--- config.mk ---
export PLATFORM = sky130hd
export DESIGN_NAME = fetch_decode_ctrl
export DESIGN_NICKNAME = d
export VERILOG_FILES = /design/src/rtl/fetch_decode_ctrl.sv
export SDC_FILE = /design/constraint.sdc
export NUM_CORES = 1
export LEC_CHECK = 0
export BUFFER_PORTS_ARGS = -buffer_cell sky130_fd_sc_hd__buf_2
export CORE_AREA = 3 3 159 161
export DETAILED_ROUTE_END_ITERATION = 16
export DIE_AREA = 0 0 162 164
export RECOVER_POWER = 25
export SETUP_SLACK_MARGIN = 0.1
export SLEW_MARGIN = 20
export SYNTH_ARGS = -nofsm -noshare
export SYNTH_HDL_FRONTEND = slang
export SYNTH_SLANG_ARGS = --single-unit
--- constraint.sdc ---
create_clock -name clk -period 7.2 [get_ports clk]
set_clock_uncertainty 0.1 [all_clocks]
set_input_delay 1.44 -clock clk [delete_from_list [all_inputs] [get_ports clk]]
set_output_delay 1.44 -clock clk [all_outputs]
set_load 0.02 [all_outputs]
--- src/rtl/fetch_decode_ctrl.sv ---
// Fetch-side controller: owns the fetch PC, the single-outstanding imem handshake
// and the IF/ID register, reacting to hazard-unit flush/stall and branch redirects.
module fetch_decode_ctrl #(
    parameter int                   PC_WIDTH    = 32,
    parameter int                   INSTR_WIDTH = 32,
    parameter logic [PC_WIDTH-1:0]  RESET_PC    = '0,
    parameter int                   PC_STEP     = 4
) (
    input  logic                   clk,
    input  logic                   rst_n,
    input  logic                   flushF,
    input  logic                   flushD,
    input  logic                   stallF,
    input  logic                   stallD,
    input  logic [PC_WIDTH-1:0]    branch_target,
    output logic                   imem_req,
    output logic [PC_WIDTH-1:0]    imem_addr,
    input  logic                   imem_rvalid,
    input  logic [INSTR_WIDTH-1:0] imem_rdata,
    output logic [PC_WIDTH-1:0]    pcF,
    output logic [INSTR_WIDTH-1:0] instrD,
    output logic [PC_WIDTH-1:0]    pcD,
    output logic [PC_WIDTH-1:0]    pcPlus4D,
    output logic                   validD
);

    localparam logic [PC_WIDTH-1:0] STEP = PC_WIDTH'(PC_STEP);

    typedef enum logic [1:0] {S_ISSUE, S_WAIT, S_HOLD, S_DISCARD} state_t;

    state_t                   state, state_nxt;
    logic [PC_WIDTH-1:0]      pc_nxt;
    logic                     deliver;
    logic [INSTR_WIDTH-1:0]   dlv_instr;
    logic [PC_WIDTH-1:0]      dlv_pc;
    logic                     skid_load;
    logic [INSTR_WIDTH-1:0]   skid_instr;
    logic [PC_WIDTH-1:0]      skid_pc;

    always_ff @(posedge clk or negedge rst_n) begin
        if (!rst_n) begin
            state <= S_ISSUE;
            pcF   <= RESET_PC;
        end else begin
            state <= state_nxt;
            pcF   <= pc_nxt;
        end
    end

    always_comb begin
        state_nxt = state;
        pc_nxt    = pcF;
        deliver   = 1'b0;
        dlv_instr = imem_rdata;
        dlv_pc    = pcF;
        skid_load = 1'b0;
        case (state)
            S_ISSUE: begin
                // A redirect while fetch is stalled still moves the PC so it is not lost.
                if (flushF) pc_nxt = branch_target;
                if (!stallF) state_nxt = flushF ? S_DISCARD : S_WAIT;
            end
            S_WAIT: begin
                if (flushF) begin
                    pc_nxt    = branch_target;
                    state_nxt = imem_rvalid ? S_ISSUE : S_DISCARD;
                end else if (imem_rvalid) begin
                    pc_nxt    = pcF + STEP;
                    deliver   = !stallD;
                    skid_load = stallD;
                    state_nxt = stallD ? S_HOLD : S_ISSUE;
                end
            end
            S_HOLD: begin
                if (flushF) begin
                    pc_nxt    = branch_target;
                    state_nxt = S_ISSUE;
                end else if (!stallD) begin
                    deliver   = 1'b1;
                    dlv_instr = skid_instr;
                    dlv_pc    = skid_pc;
                    state_nxt = S_ISSUE;
                end
            end
            S_DISCARD: begin
                if (flushF) pc_nxt = branch_target;
                if (imem_rvalid) state_nxt = S_ISSUE;
            end
            default: state_nxt = S_ISSUE;
        endcase
    end

    always_comb begin
        imem_req  = rst_n && (state == S_ISSUE) && !stallF;
        imem_addr = pcF;
    end

    // Skid buffer: only meaningful while in HOLD, so it carries no valid bit.
    always_ff @(posedge clk) begin
        if (skid_load) begin
            skid_instr <= imem_rdata;
            skid_pc    <= pcF;
        end
    end

    always_ff @(posedge clk or negedge rst_n) begin
        if (!rst_n) begin
            instrD   <= '0;
            pcD      <= '0;
            pcPlus4D <= '0;
            validD   <= 1'b0;
        end else if (flushD) begin
            validD   <= 1'b0;
        end else if (!stallD) begin
            if (deliver) begin
                instrD   <= dlv_instr;
                pcD      <= dlv_pc;
                pcPlus4D <= dlv_pc + STEP;
            end
            validD <= deliver;
        end
    end

    a_rvalid_protocol: assert property (@(posedge clk) disable iff (!rst_n)
        !(imem_rvalid && ((state == S_ISSUE) || (state == S_HOLD))));

endmodule

* Yosys cells after proc, flatten, opt, wreduce, memory -nomap -nowiden
Index checks and enable logic that the tools add are counted.
** Storage, ports and cells
- Bits in registers :: 195
- Output and inout bits :: 162
- Logic and storage cells :: 59
** Operators by class
- Add/subtract/negate cells :: 2
- Equal/unequal tests :: 9
- Muxes and demuxes :: 29
- Bitwise operators :: 2
- Reduce and logical (&&, ||, !) cells :: 9
** Operators by type and width (count)
- $mux 32 :: 8
- $add 32x3->32 const B :: 2
- $pmux 32 s2 :: 1
- $mux 2 :: 9
- $mux 1 :: 9
- $pmux 2 s4 :: 1
- $ne 2x2->1 const B :: 3
- $ne 3x3->1 const B :: 2
- $eq 2x2->1 const B :: 2
- $reduce_and 4->1 :: 1
- $reduce_and 3->1 :: 1
- $reduce_or 3->1 :: 1
- $eq 2x1->1 const B :: 1
- $logic_and 1x1->1 :: 2
- $logic_not 1->1 :: 2
- $logic_not 2->1 :: 1
- $ne 2x1->1 const B :: 1
- $not 1->1 :: 2
- $pmux 1 s2 :: 1
- $reduce_and 2->1 :: 1

* Longest topological paths before layout
- Depth after elaboration :: 6
- Depth in mapped cells :: 15

* Worst setup path before layout
No wires, ideal clock.
- Path kind :: in2reg
- Start :: input port flushF
- End :: register skid_instr[0], enable pin
- Library setup time :: 0.578 ns
- Arrival :: 6.570 ns
- Data required time :: 6.522 ns
- Path slack :: -0.048 ns
- Stages :: 3
- Buffers on the path :: 2
- Cell sequence :: clkbuf_1 clkbuf_1 nor3b_1
** On the way
- Cells in the longest elaborated chain, start to end :: 2
** RTL lines
- start: declaration :: line 11 : input logic flushF,
- $mux 1 :: line 64 : if (flushF) begin
- $mux 1 :: line 57 : case (state)
- via skid_load :: line 36 : logic skid_load;
- end signal: assignment :: line 101 : skid_instr <= imem_rdata;
- end: declaration :: line 37 : logic [INSTR_WIDTH-1:0] skid_instr;
The timed path passes the listed nets, and every way through them passes these cells.
A chain may end at the register's enable or synchronous reset.

* Worst setup path after layout
- Start :: input port flushF
- End :: register pcPlus4D[28]
** On the way
- Cells in the longest elaborated chain, start to end :: 3
** RTL lines
- $mux 32 :: line 75 : if (flushF) begin
- $mux 32 :: line 57
- via dlv_pc[2] :: line 35 : logic [PC_WIDTH-1:0] dlv_pc;
- $add 32x3->32 :: line 118 : pcPlus4D <= dlv_pc + STEP;
- end signal: assignment :: line 118
- end: declaration :: line 23 : output logic [PC_WIDTH-1:0] pcPlus4D,
The timed path passes the listed nets, and every way through them passes these cells.

==> results by group <==
Synth
  • Synth Flop Type: dfrtp_1
  • Mean Syn Cell Area: 10.23 sq um
  • Warnings from Yosys: 0
  • Netlist cell types: 58
  • Post-synth top area share: about 35%
  • Fraction of registers with async set/reset: 66.84%
  • Post-synth EDFFs: 64
  • Cells after synthesis: 892
  • Most frequent cell after synthesis: nand2_1
  • Largest cells by area after synthesis: dfrtp_1, edfxtp_1, nand2_1
  • Leading area contributor after synthesis: dfrtp_1
  • Sequential area share after synthesis: 56.45%
  • Mapped Area: 9124 sq um
  • Syn nets: 970
  • Commonest cells post-synth: nand2_1, dfrtp_1, nor2_1
  • Number of synthesized register bits: 193

STA
  • Hold slack: between 0.3 and 0.4 ns
  • Setup TNS: 0 ns
  • # setup viols final: 0
  • Tmin final: 4.549 ns
  • RSZ-0062 raised after global routing: no
  • Tightest Pin Transition: ~1 ns
  • Relative max-transition margin: 32.78%
  • Hold Fails Final Rpt: 0
  • Fmax achieved: 219.8 MHz
  • Fin crit share: 63.18%
  • Final Max Tran Viols: 0

Outcome
  • Status: finished, final reports clean

Final layout
  • P&R area growth vs syn: 20.30%
  • Layout Cell Area excl Fill: 10980 sq um
  • Antenna Cells: 0
  • Filler cells: approximately 2.4k
  • Layout Nets: 1147
  • Share of post-route cells with drive strength above 1: between 20% and 30%

CTS
  • Clock sink total: 193
  • TritonCTS clock tree: yes
  • Root Buffer: clkbuf_16
  • Worst-path clk slew: 0.08 ns
  • CTS Hold Bufs: 0
  • Clk_lat worst skew: 0.44 ns
  • Longest Clk Path Bufs: 2
  • Setup repair bufs after CTS: 0
  • CTS-repair resized insts: 0
  • Num CTS Buffers: 17
  • H-tree depth: 4

GRT
  • First-pass GRT wire length: 36970 microns
  • Gr busiest metal: met1
  • All-Layer GR Usage: 17.75%
  • Met2 usage: 25.53%
  • Number of global-route vias before repair: 6467
  • Largest net degree at the start of global routing: 79
  • Initial antenna violation count: 0
  • Grt met1 use: a little over a quarter
  • Grt total ovfl: 0
  • Met3 usage: approximately 3.4%

Die
  • # rows: between 50 and 60
  • Starting Density: between 30% and 40%
  • Io pins: 233
  • Die W: 162 microns
  • Die Area: about 27000 sq um
  • Core area: between 20000 and 25000 sq um
  • Chip height: 164 microns

Placed design
  • Port Buffers: 232
  • Post-detail-place hpwl: ~18000 microns
  • Dpl cell area: 10340 sq um
  • GPL Wtd Cong: 0.8167

Drt
  • Routed Antenna Nets: 0
  • Remaining DRCs: 0
  • Drt pass-1 iters: 7
  • Post-Route WL: 24090 microns
  • Vias/cell: 4.987
  • Initial DRC Count: 640
  • Drt wl/cell: ~17 microns
  • Via count: between 7k and 8k

Worst setup path
  • Startpoint Class: input port
  • Required @ worst endpoint: between 7 and 8 ns
  • Critical-path maximum fanout: 69
  • Worst EP arrival: 4.81 ns
  • Endpoint class of the critical path: flip-flop
  • Critical path type: input port to flip-flop

Run
  • Max cap viols: 0

Min path
  • Worst Hold Class: flip-flop to flip-flop

Power and ir drop
  • Worst VDD drop: 139.0 uV
  • Leakage power: just under 5 nW
  • Total power divided by cell area: about 350 nW/um^2
## final cells by class
class | instances | area, sq um | share of cell area (%)
Clock buffer | 17 | 425.4 | 3.876
Multi-Input combinational cell | 607 | 3521 | 32.08
Timing Repair Buffer | 241 | 1216 | 11.08
Sequential cell | 193 | 5150 | 46.92
Inverter | 9 | 33.78 | 0.3078
Clock inverter | 15 | 224.0 | 2.041
Tap cell | 324 | 405.4 | 3.694
## worst paths after layout
check / from / to / slack (ns) / depth (start not counted)
max in group asynchronous: rst_n / imem_addr[25]$_DFFE_PN0P_ / 4.85 / 2
max reg2reg: state[0]$_DFFE_PN0P_ / pcPlus4D[28]$_DFFE_PN0P_ / 3.50 / 11
min in group asynchronous: rst_n / instrD[12]$_DFFE_PN0P_ / 0.90 / 1
min: pcD[4]$_DFFE_PN0P_ / pcD[4]$_DFFE_PN0P_ / 0.38 / 2
min reg2reg: pcD[4]$_DFFE_PN0P_ / pcD[4]$_DFFE_PN0P_ / 0.38 / 2
max: flushF / pcPlus4D[28]$_DFFE_PN0P_ / 2.65 / 11
## cell usage in the layout, fill, tap and decap left out, drive strengths merged, types with 6 or more instances in the layout
| cell | Yosys | final |
|---|---|---|
| buf | 45 | 216 |
| nand2 | 192 | 192 |
| dfrtp | 129 | 129 |
| nor2 | 70 | 70 |
| o21ai | 69 | 69 |
| edfxtp | 64 | 64 |
| clkbuf | 38 | 42 |
| a31oi | 36 | 36 |
| mux2i | 29 | 29 |
| xnor2 | 24 | 24 |
| nand3 | 23 | 23 |
| xor2 | 19 | 19 |
| nand4 | 15 | 15 |
| nor4 | 15 | 15 |
| inv | 9 | 15 |
| nor3 | 13 | 13 |
| mux2 | 9 | 9 |
| o31ai | 9 | 9 |
| clkinv | 0 | 9 |
| and3 | 7 | 7 |
| ha | 7 | 7 |
| a21o | 6 | 6 |
| a21oi | 6 | 6 |
| o21a | 6 | 6 |
## sequential cells by signal, summed over array words and instances, names as in the netlist
signal      cells
skid_instr     32
skid_pc        32
pcPlus4D       30
instrD         32
validD          1
pcD            32
imem_addr      32
state           2
## metrics by stage
step | util (%) | power (mW) | instances | worst slack (ns)
6_report | 45.53 | 3.875 | 1406 | 2.651
2_1_floorplan | - | 2.437 | 892 | 2.229
3_3_place_gp | 42.89 | 2.902 | 1373 | 2.239
4_1_cts | 45.61 | 3.928 | 1405 | 2.627
5_1_grt | 45.53 | 4.102 | 1406 | 2.316
3_5_place_dp | 42.92 | 2.924 | 1373 | 2.160
## logic make-up (layout without fill, tap and decap cells)
| family | after synthesis | in the layout | synth area share [%] |
|---|---|---|---|
| AOI/OAI and AO/OA | 158 | 158 | 10.70 |
| DFF | 193 | 193 | 56.45 |
| and+or+nand+nor | 361 | 361 | 18.07 |
| xor gates and xnor gates | 43 | 43 | 4.128 |
| muxes | 38 | 38 | 4.292 |
| adders and majority gates | 7 | 7 | 0.9599 |
| buffers and inverters | 92 | 282 | 5.403 |
## power by group
group	switching [mW]	total (mW)	leakage (nW)	internal [mW]
combinational	0.835	1.27	2.42	0.432
clock	0.508	0.995	0.309	0.487
sequential	0.191	1.61	2.19	1.42
total	1.53	3.88	4.92	2.34
## routing by layer
layer / wire length [microns] / vias to the layer above
met5: 0 / -
met4: 343 / 0
met3: 1313 / 18
met2: 10450 / 225
met1: 11980 / 3304
li1: - / 3465
## worst max-delay path, stage by stage
cell and delay, ns:
buf_2 0.08, buf_4 0.48, or3b_4 0.73, nand2_1 0.16, nand2_1 0.11, ha_1 0.21
inv_1 0.11, nor4_4 0.35, o22ai_1 0.36, or4_1 0.57, o211ai_1 0.16
Note: power is estimated with default switching activity, not from simulation.
